===== config.mk =====
export PLATFORM = sky130hd
export DESIGN_NAME = hazard_ctrl
export DESIGN_NICKNAME = d
export VERILOG_FILES = /design/src/rtl/pipeline_pkg.sv /design/src/rtl/hazard_ldu_detect.sv /design/src/rtl/hazard_ctrl.sv
export SDC_FILE = /design/constraint.sdc
export NUM_CORES = 1
export LEC_CHECK = 0
export BUFFER_PORTS_ARGS = -buffer_cell sky130_fd_sc_hd__buf_2
export CAP_MARGIN = 30
export CORE_ASPECT_RATIO = 2
export CORE_MARGIN = 10
export CORE_UTILIZATION = 30
export DETAILED_ROUTE_END_ITERATION = 7
export PLACE_DENSITY = 0.77
export RECOVER_POWER = 50
export SLEW_MARGIN = 20
export SYNTH_ARGS = -nofsm -noshare
export SYNTH_HDL_FRONTEND = slang
export SYNTH_SLANG_ARGS = --single-unit

===== constraint.sdc =====
create_clock -name clk_i -period 2.7 [get_ports clk_i]
set_input_delay 0.54 -clock clk_i [delete_from_list [all_inputs] [get_ports clk_i]]
set_output_delay 0.54 -clock clk_i [all_outputs]
set_load 0.02 [all_outputs]

===== src/rtl/pipeline_pkg.sv =====
// Shared pipeline types: hazard FSM states and per-register stall/flush bundle.
// Used by hazard_ctrl and hazard_ldu_detect.
package pipeline_pkg;

  typedef enum logic [1:0] {
    RUN      = 2'd0,
    MD_WAIT  = 2'd1,
    MEM_WAIT = 2'd2
  } hz_state_e;

  typedef struct packed {
    logic pc_stall;
    logic ifid_stall;
    logic ifid_flush;
    logic idex_stall;
    logic idex_flush;
    logic exmem_stall;
    logic exmem_flush;
    logic memwb_stall;
    logic memwb_flush;
  } pipe_ctrl_t;

  localparam pipe_ctrl_t PIPE_CTRL_NONE = '0;

endpackage


===== src/rtl/hazard_ldu_detect.sv =====
// Load-use detector: EX load writes a register the ID instruction reads.
// Ports: i_rs1/i_rs2/i_use_rs1/i_use_rs2 (ID), i_rd/i_is_load (EX), o_hit.
module hazard_ldu_detect import pipeline_pkg::*; #(
  parameter int REG_AW = 5
) (
  input  logic [REG_AW-1:0] i_rs1,
  input  logic [REG_AW-1:0] i_rs2,
  input  logic              i_use_rs1,
  input  logic              i_use_rs2,
  input  logic [REG_AW-1:0] i_rd,
  input  logic              i_is_load,
  output logic              o_hit
);

  logic w_rd_nz;
  logic w_m1;
  logic w_m2;

  // x0 is hardwired zero, so a load to it never creates a dependency
  assign w_rd_nz = |i_rd;
  assign w_m1    = i_use_rs1 && (i_rs1 == i_rd);
  assign w_m2    = i_use_rs2 && (i_rs2 == i_rd);
  assign o_hit   = i_is_load && w_rd_nz && (w_m1 || w_m2);

endmodule


===== src/rtl/hazard_ctrl.sv =====
// Pipeline hazard controller: stall/flush per stage, mul/div and dmem waits.
// Ports: clk_i, rst_i (sync, active-high), ID/EX operand info, hazard inputs,
// per-register stall/flush outputs, md_kill_o, state_o, perf counters.
// Optional: define HAZARD_PERF_CNT_EN to build stall/flush counters.
module hazard_ctrl import pipeline_pkg::*; #(
  parameter int REG_AW = 5,
  parameter int CNT_W  = 32
) (
  input  logic              clk_i,
  input  logic              rst_i,
  input  logic [REG_AW-1:0] id_rs1_i,
  input  logic [REG_AW-1:0] id_rs2_i,
  input  logic              id_use_rs1_i,
  input  logic              id_use_rs2_i,
  input  logic [REG_AW-1:0] ex_rd_i,
  input  logic              ex_is_load_i,
  input  logic              ex_redirect_i,
  input  logic              ex_md_start_i,
  input  logic              md_busy_i,
  input  logic              mem_stall_i,
  input  logic              if_stall_i,
  input  logic              trap_i,
  output logic              pc_stall_o,
  output logic              md_kill_o,
  output logic              ifid_stall_o,
  output logic              ifid_flush_o,
  output logic              idex_stall_o,
  output logic              idex_flush_o,
  output logic              exmem_stall_o,
  output logic              exmem_flush_o,
  output logic              memwb_stall_o,
  output logic              memwb_flush_o,
  output logic [1:0]        state_o,
  output logic [CNT_W-1:0]  stall_cnt_o,
  output logic [CNT_W-1:0]  flush_cnt_o
);

  hz_state_e  r_state;
  hz_state_e  w_next;
  pipe_ctrl_t w_ctl;
  logic       w_kill;
  logic       w_ldu;

  hazard_ldu_detect #(
    .REG_AW(REG_AW)
  ) u_ldu (
    .i_rs1    (id_rs1_i),
    .i_rs2    (id_rs2_i),
    .i_use_rs1(id_use_rs1_i),
    .i_use_rs2(id_use_rs2_i),
    .i_rd     (ex_rd_i),
    .i_is_load(ex_is_load_i),
    .o_hit    (w_ldu)
  );

  always_ff @(posedge clk_i) begin
    if (rst_i) r_state <= RUN;
    else       r_state <= w_next;
  end

  // MEM_WAIT only records that dmem was stalling; once it clears the
  // cycle is decoded exactly like RUN.
  always_comb begin
    w_ctl  = PIPE_CTRL_NONE;
    w_kill = 1'b0;
    w_next = r_state;
    if (rst_i) begin
      w_next = RUN;
    end else if (mem_stall_i) begin
      w_ctl.pc_stall    = 1'b1;
      w_ctl.ifid_stall  = 1'b1;
      w_ctl.idex_stall  = 1'b1;
      w_ctl.exmem_stall = 1'b1;
      w_ctl.memwb_flush = 1'b1;
      w_next            = MEM_WAIT;
    end else if (trap_i) begin
      w_ctl.ifid_flush  = 1'b1;
      w_ctl.idex_flush  = 1'b1;
      w_ctl.exmem_flush = 1'b1;
      w_kill            = (r_state == MD_WAIT);
      w_next            = RUN;
    end else if (r_state == MD_WAIT) begin
      if (md_busy_i) begin
        w_ctl.pc_stall    = 1'b1;
        w_ctl.ifid_stall  = 1'b1;
        w_ctl.idex_stall  = 1'b1;
        w_ctl.exmem_flush = 1'b1;
        w_next            = MD_WAIT;
      end else begin
        w_next = RUN;
      end
    end else begin
      w_next = ex_md_start_i ? MD_WAIT : RUN;
      if (ex_redirect_i) begin
        w_ctl.ifid_flush = 1'b1;
        w_ctl.idex_flush = 1'b1;
      end else if (w_ldu) begin
        w_ctl.pc_stall   = 1'b1;
        w_ctl.ifid_stall = 1'b1;
        w_ctl.idex_flush = 1'b1;
      end else if (if_stall_i) begin
        w_ctl.pc_stall   = 1'b1;
        w_ctl.ifid_flush = 1'b1;
      end
    end
  end

  assign pc_stall_o    = w_ctl.pc_stall;
  assign ifid_stall_o  = w_ctl.ifid_stall;
  assign ifid_flush_o  = w_ctl.ifid_flush;
  assign idex_stall_o  = w_ctl.idex_stall;
  assign idex_flush_o  = w_ctl.idex_flush;
  assign exmem_stall_o = w_ctl.exmem_stall;
  assign exmem_flush_o = w_ctl.exmem_flush;
  assign memwb_stall_o = w_ctl.memwb_stall;
  assign memwb_flush_o = w_ctl.memwb_flush;
  assign md_kill_o     = w_kill;
  assign state_o       = r_state;

`ifdef HAZARD_PERF_CNT_EN
  logic [CNT_W-1:0] r_stall_cnt;
  logic [CNT_W-1:0] r_flush_cnt;

  always_ff @(posedge clk_i) begin
    if (rst_i) begin
      r_stall_cnt <= '0;
      r_flush_cnt <= '0;
    end else begin
      if (w_ctl.pc_stall)   r_stall_cnt <= r_stall_cnt + 1'b1;
      if (w_ctl.idex_flush) r_flush_cnt <= r_flush_cnt + 1'b1;
    end
  end

  assign stall_cnt_o = r_stall_cnt;
  assign flush_cnt_o = r_flush_cnt;
`else
  assign stall_cnt_o = '0;
  assign flush_cnt_o = '0;
`endif

endmodule

Word level (Yosys, flattened, before mapping) --
Index checks and enable logic that the tools add are counted.
Operators by class: $add $sub $neg 0, multipliers 0, divide/modulo/power cells 0, $lt $le $gt $ge 0, eq/ne operators 3, shift-type cells 0, mux-type cells 34, bitwise logic cells 0, reduce and logical (&&, ||, !) cells 7
Operator list (count):
- $mux W1 | 27
- $mux W2 | 6
- $eq A5 B5 Y1 | 2
- $mux W7 | 1
- $reduce_or A5 Y1 | 1
- $logic_and A1 B1 Y1 | 4
- $reduce_or A3 Y1 | 1
- $eq A2 B1 Y1 const B | 1
- $logic_or A1 B1 Y1 | 1
Storage, ports and cells: register bits after elaboration 2, bits in latches 0, RAM bits 0, ROM bits 0, input port bits 26, memories kept 0

Logic depth before layout (Yosys ltp) --
word-level depth 10, gate-level depth with buffers 4, mapped depth without buffers 4

Cells and area by module --
Synthesis repeated with hierarchy kept, for this count alone.
Second synthesis, totals: cells, all modules 112, area total of the unflattened synthesis 843.3 µm²
By module, submodules not included:
- hazard_ctrl | instances 1, cells an instance 95, area an instance 709.4 µm², sequential area each 40.0 µm²
- hazard_ldu_detect | instances 1, cells an instance 17, area an instance 133.9 µm², sequential area each 0.0 µm²

Worst setup path before layout --
OpenSTA, ideal clock, no wires.
kind in2out, start in ex_rd_i[3], end out idex_flush_o, arrival time 1.624 ns, path slack 0.536 ns, cell stages on the path 4, cell sequence xor2_1 -> nor4_1 -> a32oi_1 -> o21ai_0
Between the ends: cells in the longest elaborated chain, start to end 10
RTL lines:
- start: declaration | RTL line hazard_ctrl.sv:15 | input logic [REG_AW-1:0] ex_rd_i,
- $eq A5 B5 Y1 (on tied branches) | RTL line hazard_ldu_detect.sv:21, hazard_ldu_detect.sv:22
- $logic_and A1 B1 Y1 (on tied branches) | RTL line hazard_ldu_detect.sv:21, hazard_ldu_detect.sv:22
- $logic_or A1 B1 Y1 | RTL line hazard_ldu_detect.sv:23 | assign o_hit = i_is_load && w_rd_nz && (w_m1 || w_m2);
- $logic_and A1 B1 Y1 (*) | RTL line hazard_ldu_detect.sv:23
- $mux W1 (*) | RTL line hazard_ctrl.sv:97 | end else if (w_ldu) begin
- $mux W1 (*) | RTL line hazard_ctrl.sv:94 | if (ex_redirect_i) begin
- $mux W1 (*) | RTL line hazard_ctrl.sv:82 | end else if (r_state == MD_WAIT) begin
- $mux W1 (*) | RTL line hazard_ctrl.sv:76 | end else if (trap_i) begin
- $mux W1 (*) | RTL line hazard_ctrl.sv:69 | end else if (mem_stall_i) begin
- $mux W7 (*) | RTL line hazard_ctrl.sv:67 | if (rst_i) begin
- end: declaration | RTL line hazard_ctrl.sv:28 | output logic idex_flush_o,
Mark *: on every way between the ends. The rest lies on a longest branch, timed or not.

Worst setup path in the final report --
Ends and elaborated chain as after synthesis.

==> impl_metrics.ini <==
[final_layout]
drive_gt1_share_pct = 24.2
final_cells = 178
n_antenna_cell = 0
final_util_pct = 30.5
final_nets = 177
largest_register_ffs = 2
areaGrowthSynthToFinish_pct = -0.893

[critical_path]
cp_num_buf_inv = 2
criticalPathCategory = in -> out
reg2reg_to = state_o[0]
worst_ep_required_time_ns = 2.16
slowest_delay_ns = 0.33
cp-end-kind = output port
crit_family = compound AO/OA/AOI/OAI gates
r2r_cells = 3
critPathMaxFanout = 4
arrival_ns = 1.79
reg2reg_from = state_o[0]
crit_path_top_delay_cell = nor4_1
crit_chain = buf_2 -> xor2_1 -> nor4_1 -> a32oi_1 -> o21ai_0 -> buf_2
ff2ff_setup_slack_ns = 1.60
crit_top_cell = buf_2
start_kind = primary input

[clock_tree]
cts_sinks = 2
clock-root-buffer = clkbuf_8
cts_buffers = 3
cts_hold_buf = 0
cts_buffer_depth = 2
cts_setup_buffers = 0
htree_levels = 1
clk_latency_ns = 0.21
clk_pin_slew_ns = 0.03
cts_tree = built
cts_resized = 0

[sta]
finClkSkew_ns = 0.000139
rsz0062_at_grt = no
min_period_over_period_pct = 86.4
drv_slew = 0
finalSetupTns_ns = 0
fmax_mhz = 429
post-route-min-period_ns = 2.33
setup_viol = 0
hold_viol = 0

[hold_path]
hp-class = in -> reg
hold_end = state_o[1]
holdPathStages = 2
min_from = rst_i

[logic_synthesis]
async_reset_ff_share_pct = 0
postSynthCellCount = 113
syn_avg_cell_area_sq_um = 7.44
yosysUniqueCellTypes = 28
ys_ff_latch = 2
synth_top_cell_area_share_pct = 58.9
synth_flop_cell = dfxtp_1
ys_seq_area_share_pct = 4.76
yosys_warnings = 0
yosysTopAreaCell = buf_4
syn-cell-area_sq_um = 841
synth-edff-count = 0
synth_area_leaders = buf_4 59%, xor2_1 8.3%, dfxtp_1 4.8%

[routing]
first_iter_violations = 4
viasPerCell = 3.74
ant_nets = 0
firstDrtPassIters = 3
detail_route.wl_per_cell_um = 13.7
drt-total-wl_um = 2450
drc_errors = 0
num_vias = 666

[die]
start_util_pct = 30.7
rows = 27
core_sq_mm = 0.00274
die_width_um = 57.4
pin_count = 102
dieArea_sq_mm = 0.00545
dieHeight_um = 94.9

[run_status]
outcome = complete, no violations

[global_routing]
grt_start_max_net_pins = 9
antenna_found_initial = 0
overflow = 0
grt_use_total_pct = 8.42
grt_pass1_wl_um = 3800
first_global_vias = 793

[placement]
dpl.hpwl_um = 2310
portBuffers = 36
gp_congestion = 0.760
placedCellCount = 175

[power_and_ir_drop]
total_power_w = 0.000308
leakagePower_nw = 0.480
ir_worst_vdd_mv = 0.150
power_density_mw_per_mm2 = 370

[job]
drv_cap = 0
==> metrics by stage <==
stage               setup WS [ns]  cell area (sq um)  hold slack [ns]
floorplan                   0.536               1080            0.618
global placement            0.398                798            0.727
detailed placement          0.377                798            0.742
CTS                         0.370                840            0.571
global route                0.212                833            0.599
finish                      0.368                833            0.589
==> layout make-up <==
class	count	area, sq um
Multi-Input combinational cell	107	538
Inverter	1	3.75
Tap cell	29	36.3
Timing Repair Buffer	36	174
Fill cell	314	1900
Clock buffer	3	41.3
Sequential cell	2	40.0
==> placed cells by master (no fill, tap or decap), types with 2 or more instances in the layout <==
cell	instances
a21oi_1	2
buf_2	31
clkbuf_1	5
clkbuf_8	3
conb_1	65
dfxtp_1	2
nor2_1	6
nor3_1	2
nor4_1	3
o21ai_0	3
xnor2_1	2
xor2_1	8
==> where the power goes <==
group          internal, W  switching (W)  total [W]
Clock            0.0000940      0.0000208   0.000115
Sequential       0.0000311     0.00000107  0.0000321
Combinational    0.0000334       0.000128   0.000161
Total             0.000158       0.000150   0.000308
==> Yosys cell counts (all sizes together) (2+ instances only) <==
| master | n |
|---|---|
| a21oi | 2 |
| nor3 | 2 |
| buf | 66 |
| xnor2 | 2 |
| nor4 | 3 |
| nor2 | 6 |
| o21ai | 4 |
| dfxtp | 2 |
| xor2 | 8 |
==> worst max path at each step <==
stage	depth (start not counted)	from	endpoint	slack, ns
final	6	ex_rd_i[3]	idex_flush_o	0.37
after global routing	6	ex_rd_i[3]	idex_flush_o	0.21
after CTS	6	ex_rd_i[3]	idex_flush_o	0.37
after detailed placement	6	ex_rd_i[3]	idex_flush_o	0.38
after global placement	6	ex_rd_i[1]	ifid_flush_o	0.40
after floorplan	4	ex_rd_i[3]	idex_flush_o	0.54
==> kinds of logic after synthesis <==
logic type                synth area share (%)
and+or+nand+nor                           13.4
other                                    0.446
buffers and inverters                     59.8
AOI/OAI and AO/OA                         9.97
DFF                                       4.76
muxes                                     1.19
xor gates and xnor gates                  10.4
==> layer usage <==
layer / wire, um / part of all wire, % / track usage (%)
met5: 0 / 0 / 0
met4: 14 / 0.57 / 3.54
met3: 550 / 22 / 7.66
met2: 1160 / 47 / 14.0
met1: 723 / 30 / 6.67
Power figures use the tool's default switching activity.
